`src/rtl/board_loader.sv`:
```
// Collects a 64-square position from a serial piece stream into a shadow buffer
// and presents it to the engine, holding it until the engine reports done.
`ifndef PIECE_BITS
`define PIECE_BITS 4
`endif
`ifndef EMPTY_POSN
`define EMPTY_POSN 4'h0
`endif

module board_loader #(
    parameter int PIECE_WIDTH = `PIECE_BITS,
    parameter int SIDE_WIDTH  = PIECE_WIDTH * 8,
    parameter int BOARD_WIDTH = PIECE_WIDTH * 64
) (
    input  logic                   clk,
    input  logic                   reset,
    input  logic [PIECE_WIDTH-1:0] piece_in,
    input  logic                   piece_valid,
    input  logic                   piece_last,
    input  logic                   wtm_in,
    output logic                   piece_ready,
    output logic [BOARD_WIDTH-1:0] board,
    output logic                   board_valid,
    output logic                   white_to_move,
    input  logic                   is_attacking_done,
    output logic                   frame_error
);

    localparam logic [PIECE_WIDTH-1:0] EMPTY = PIECE_WIDTH'(`EMPTY_POSN);
    localparam logic [BOARD_WIDTH-1:0] EMPTY_BOARD = {64{EMPTY}};

    typedef enum logic [1:0] {
        LOAD,
        PRESENT,
        WAIT_DONE
    } state_t;

    state_t                 state;
    logic [5:0]             index;
    logic [BOARD_WIDTH-1:0] shadow;
    logic [BOARD_WIDTH-1:0] shadow_final;
    logic                   beat_accept;
    logic                   at_last_sq;
    int unsigned            wr_offset;

    assign beat_accept = piece_valid && piece_ready;
    assign at_last_sq  = (index == 6'd63);
    assign wr_offset   = int'(index[5:3]) * SIDE_WIDTH + int'(index[2:0]) * PIECE_WIDTH;

    // Shadow with square 63 already merged, so the completing beat can load board directly.
    always_comb begin
        shadow_final = shadow;
        shadow_final[BOARD_WIDTH-PIECE_WIDTH +: PIECE_WIDTH] = piece_in;
    end

    always_ff @(posedge clk or negedge reset) begin
        if (!reset) begin
            state         <= LOAD;
            index         <= '0;
            shadow        <= EMPTY_BOARD;
            board         <= EMPTY_BOARD;
            board_valid   <= 1'b0;
            white_to_move <= 1'b1;
            piece_ready   <= 1'b0;
            frame_error   <= 1'b0;
        end else begin
            board_valid <= 1'b0;
            frame_error <= 1'b0;
            unique case (state)
                LOAD: begin
                    piece_ready <= 1'b1;
                    if (beat_accept) begin
                        if (piece_last && at_last_sq) begin
                            // Board is registered on the completing edge so it is
                            // visible during the PRESENT cycle together with board_valid.
                            shadow        <= shadow_final;
                            board         <= shadow_final;
                            white_to_move <= wtm_in;
                            board_valid   <= 1'b1;
                            piece_ready   <= 1'b0;
                            index         <= '0;
                            state         <= PRESENT;
                        end else if (piece_last || at_last_sq) begin
                            frame_error <= 1'b1;
                            index       <= '0;
                        end else begin
                            shadow[wr_offset +: PIECE_WIDTH] <= piece_in;
                            index <= index + 6'd1;
                        end
                    end
                end
                PRESENT: begin
                    piece_ready <= 1'b0;
                    state       <= WAIT_DONE;
                end
                WAIT_DONE: begin
                    if (is_attacking_done) begin
                        piece_ready <= 1'b1;
                        state       <= LOAD;
                    end
                end
                default: begin
                    piece_ready <= 1'b0;
                    state       <= LOAD;
                end
            endcase
        end
    end

endmodule

```
`config.mk`:
```
export PLATFORM = sky130hd
export DESIGN_NAME = board_loader
export DESIGN_NICKNAME = d
export VERILOG_FILES = /design/src/rtl/board_loader.sv
export SDC_FILE = /design/constraint.sdc
export NUM_CORES = 1
export LEC_CHECK = 0
export BUFFER_PORTS_ARGS = -buffer_cell sky130_fd_sc_hd__clkbuf_2
export CAP_MARGIN = 40
export CORE_AREA = 4 4 293 295
export CTS_CLUSTER_DIAMETER = 50
export DETAILED_ROUTE_END_ITERATION = 16
export DIE_AREA = 0 0 297 299
export GPL_ROUTABILITY_DRIVEN = 0
export GPL_TIMING_DRIVEN = 0
export SLEW_MARGIN = 20
export SYNTH_ARGS = -nofsm -noshare
export SYNTH_HDL_FRONTEND = slang
export SYNTH_SLANG_ARGS = --single-unit
```
`constraint.sdc`:
```
create_clock -name clk -period 4.8 [get_ports clk]
set_input_delay 0.24 -clock clk [delete_from_list [all_inputs] [get_ports clk]]
set_output_delay 0.24 -clock clk [all_outputs]
set_load 0.02 [all_outputs]
```
# Word-level counts from Yosys, hierarchy flattened
# Index checks and enable logic that the tools add are counted.
totals:
  mem_count: 0
  input_bits: 10
  ramBits: 0
  word_cells: 52
  register_bits: 524
  rom_bits: 0
  latchBits: 0
classes:
  mux: 20
  div: 0
  multipliers: 0
  magnitude_cmp: 0
  n_eq_ne: 7
  bitwise: 2
  add_sub_neg: 3
  n_reduce_logical: 9
  n_shift: 2
ops:
  columns: ["operator", "count"]
  rows:
  - ["256-bit two-way mux", 2]
  - ["256-bit bitwise mux", 1]
  - ["4-bit by 34-bit variable shift with 256-bit output (first input constant)", 1]
  - ["4-bit by 34-bit indexed part select with 256-bit output", 1]
  - ["9-bit negator with 34-bit output", 1]
  - ["6-bit two-way mux", 2]
  - ["1-bit two-way mux", 10]
  - ["8-bit by 5-bit adder with 9-bit output", 1]
  - ["3-bit AND reduction", 3]
  - ["2-bit != test (second input constant)", 4]
  - ["6-bit by 1-bit adder with 6-bit output (second input constant)", 1]
  - ["6-bit equality test (second input constant)", 1]
  - ["2-bit two-way mux", 3]
  - ["2-bit case mux with 3 select lines", 1]
  - ["4-bit AND reduction", 1]
  - ["2-bit by 1-bit equality test with 1-bit output (second input constant)", 1]
  - ["2-bit equality test (second input constant)", 1]
  - ["1-bit logical AND", 2]
  - ["2-bit zero test", 1]
  - ["1-bit inverter", 2]
  - ["1-bit case mux with 2 select lines", 1]
  - ["2-bit AND reduction", 1]
  - ["1-bit logical OR", 1]

# Logic depth before layout (Yosys ltp)
depth:
  depth_word: 6
  mapped_depth: 16
  ltp_nobuf: 12

# Worst setup path before layout
# No wires, ideal clock.
synth_path:
  kind: "reg2reg"
  start: "reg index[1]"
  end: "reg shadow[10]"
  t_required_ps: 4675
  t_arrival_ps: 3174
  path_buffers: 2
  path_stages_with_launch: 15
  path_slack_ps: 1501
  synth_period_minus_slack_ps: 3299
  path_cell_list: "dfrtp_1 inv_1 ha_1 buf_2 nand2b_1 a21oi_1 nand3_1 nand2_1 ha_1 a211o_1 o32a_1 nor3_4 and3_1 buf_2 mux2_2"
synth_between:
  elab_chain_len: 4
  elab_cells_between_ends: 11
synth_lines:
  columns: ["element", "line", "rtl"]
  rows:
  - ["start, declared", "39", "logic [5:0] index;"]
  - ["start signal, assigned", "88", "index <= index + 6'd1;"]
  - ["8-bit by 5-bit adder with 9-bit output or 6-bit equality test (tied branches)", "48, 47", null]
  - ["9-bit negator with 34-bit output, or another cell as far along", "87", "shadow[wr_offset +: PIECE_WIDTH] <= piece_in;"]
  - ["4-bit by 34-bit indexed part select with 256-bit output, or another cell as far along", "87", null]
  - ["256-bit bitwise mux or 4-bit AND reduction (tied branches)", null, null]
  - ["end signal, assigned", "76", "shadow <= shadow_final;"]
  - ["end signal, assigned by index", "87", null]
  - ["end, declared", "40", "logic [BOARD_WIDTH-1:0] shadow;"]
# Several ways; a longest one is shown, not always the timed one.
# A chain may end at the register's enable or synchronous reset.

# Final worst setup path
layout_path:
  start: "reg index[2]"
  end: "reg shadow[159]"
# Same word-level chain as after synthesis.

==> metrics.cfg <==
[timing]
setup_viol_count_final=0
whs_ns=0.160
slew_headroom=0.383
rsz0062_at_grt=false
final-hold-violation-count=0
period_share=0.890
period_minus_slack_ns=4.27
slew_viol_final=0
worstMarginPinSlew_ns=0.925
clock_skew_ns=0.0259
fmax_mhz=234

[hold_path]
hold_path.class=in2reg

[logic_synthesis]
synth_common_cells=nand2_1 (807), dfrtp_1 (519), o21ai_0 (210)
synth_top_area_cell=dfrtp_1
synthFlopType=dfrtp_1
ys_ff_latch=520
synth.avg_cell_area_um2=10.3
synth_edf_count=0
yosysWarnings=0
synthArstFlopShare=1.00
syn-instance-count=2010
synth_top_area_share=0.627
synth.distinct_cells=61
synthTopCellsByArea=dfrtp_1 (63%), nand2_1 (15%), mux2_2 (7.5%), o21ai_0 (5.1%), clkbuf_1 (1.6%)
seq_area_frac_synth=0.628
synth_area_mm2=0.0207
syn_nets=2036
yosysMostFrequentCell=nand2_1

[global_routing]
grt_antenna_before_repair=3
grt_pass1_wl_um=105000
grt_max_degree=88
grt_pass1_vias=15800
grt_use_total=0.159
overflow=0

[floorplanning]
rows=106
top_level_ports=270
core_mm2=0.0832
dieHeight_um=299
initial_core_util=0.249
dieArea_mm2=0.0888
die_w_um=297

[clock_tree]
cts_sinks=520
cts_made_buffers=68
clk_latency_ns=0.61
clockBufferDepth=3
cts_root_buf=clkbuf_16
cts_tree=built
cts.clk_slew.worst_paths_ns=0.06
cts_max_level=3

[critical_path]
worst-path-max-fanout=10
critPathLaunchType=flop
cp-end-kind=flop
crit_end=shadow[159]$_DFFE_PN0P_
r2r_slack_ns=0.53
cp.arrival_ns=4.76
crit_start=index[2]$_DFFE_PN0P_
r2r-end=shadow[159]$_DFFE_PN0P_
reg2reg_from=index[2]$_DFFE_PN0P_
reg2reg_depth=13
path_class=reg2reg
required_ns=5.28

[pwr]
ir_drop_mv=0.249
powerDensity_mw_per_mm2=403
power.leakage_uw=0.0138

[run_status]
status=complete, no violations

[drt]
first_pass_iters=5
wirelength_um=71800
drt.antenna.violating_nets=0
post_drt_wl_per_cell_um=20.6
drc=0
via_per_inst=4.53
dr_total_vias=15800
drt_iter0_markers=1091

[placed_design]
dpl-instance-area_mm2=0.0237
dp_hpwl_um=52100
port_buffers=266

[cells_and_area]
nFillCells=8606
final_net_count=2390
fin_area_mm2=0.0260
syn2layout_area_growth_pct=25.4
drive_above_1_share=0.243

[job]
maxCapViolCount=0

==> how the worst min path moves through the flow <==
stage                      startpoint                         to  slack (ns)  depth (start not counted)
final                     piece_in[2]     shadow[10]$_DFFE_PN0P_        0.16                          2
after floorplan                 reset       board[0]$_DFFE_PN0P_       -0.06                          0
after global routing      piece_in[2]     shadow[10]$_DFFE_PN0P_        0.12                          2
after CTS                 piece_in[2]     shadow[10]$_DFFE_PN0P_        0.10                          2
after detailed placement        reset       board[6]$_DFFE_PN0P_        0.30                          1
after global placement         wtm_in  white_to_move$_DFFE_PN1P_        0.42                          3
==> worst max-delay path, stage by stage, from the launching register on <==
cell	delay, ns
dfrtp_1	0.46
inv_1	0.07
ha_1	0.31
buf_2	0.22
nor2_1	0.07
a21oi_1	0.40
nand3_1	0.14
nand2_1	0.09
ha_1	0.14
nand3_1	0.18
nor3_2	0.54
nand3_1	0.51
nor2_1	0.63
mux2_2	0.40
==> layout by cell type (no fill, tap or decap), types with 6 or more instances in the layout <==
master / n
a21oi_1: 8
and2_1: 10
and3_1: 10
buf_16: 6
buf_2: 12
buf_6: 8
clkbuf_1: 86
clkbuf_16: 69
clkbuf_2: 273
clkbuf_8: 7
dfrtp_1: 519
ha_1: 16
inv_1: 20
inv_6: 12
mux2_2: 138
mux2i_1: 7
nand2_1: 807
nand2b_1: 6
nand3_1: 39
nand4_1: 11
nor2_1: 22
nor3_1: 6
o21ai_0: 210
or2_2: 6
==> area by class of cell <==
| class | count | area [um^2] | area share |
|---|---|---|---|
| Buffer | 105 | 427 | 0.0164 |
| Timing Repair Buffer | 284 | 1640 | 0.0631 |
| Tap cell | 1080 | 1350 | 0.0520 |
| Clock inverter | 36 | 427 | 0.0164 |
| Clock buffer | 82 | 1840 | 0.0706 |
| Sequential cell | 520 | 13000 | 0.501 |
| Antenna cell | 1 | 2.50 | 0.0000963 |
| Inverter | 21 | 78.8 | 0.00303 |
| Multi-Input combinational cell | 1364 | 7210 | 0.277 |
==> flip-flops by register name (all words and copies together), names as in the netlist <==
name           cells
board            256
shadow           252
frame_error        1
state              2
white_to_move      1
index              6
board_valid        1
piece_ready        1
==> routing by layer <==
layer	wire (um)	up-vias	GRT usage
met2	33500	520	0.256
met1	31300	7853	0.211
met5	0	-	0
met4	2260	0	0.0569
met3	4750	134	0.0381
li1	-	7299	-
==> power by group <==
group | switching [uW] | internal (uW) | total (uW) | leakage [uW]
sequential | 34.1 | 4440 | 4470 | 0.00722
clock | 2070 | 3050 | 5120 | 0.00110
combinational | 672 | 216 | 887 | 0.00545
==> kinds of logic after synthesis <==
kind of cell               count (synthesis)  share of synthesized area
xor gates and xnor gates                   5                    0.00374
AOI/OAI and AO/OA                        243                     0.0638
muxes                                    154                     0.0840
DFF                                      520                      0.628
buffers and inverters                    126                     0.0239
adders and majority gates                 16                    0.00966
and+or+nand+nor                          946                      0.187
==> stage by stage <==
| stage | total power [uW] | std cells | worst slack, ns | util | TNS [ns] |
|---|---|---|---|---|---|
| after floorplan | 5020 | 2010 | 1.50 | - | 0 |
| after global placement | 5400 | 3356 | -9.07 | 0.281 | -4677.15 |
| after detailed placement | 5430 | 3369 | 0.620 | 0.285 | 0 |
| after CTS | 10600 | 3491 | 0.600 | 0.312 | 0 |
| after global routing | 10900 | 3492 | 0.287 | 0.312 | 0 |
| final | 10500 | 3493 | 0.527 | 0.312 | 0 |
==> timing repair <==
action | CTS | global route
hold buffers | 4 | 0
gates resized for setup | 0 | 0
endpoints found under the hold margin | 68 | 0
buffers inserted | 0 | 0
(Power assumes the default switching activity.)
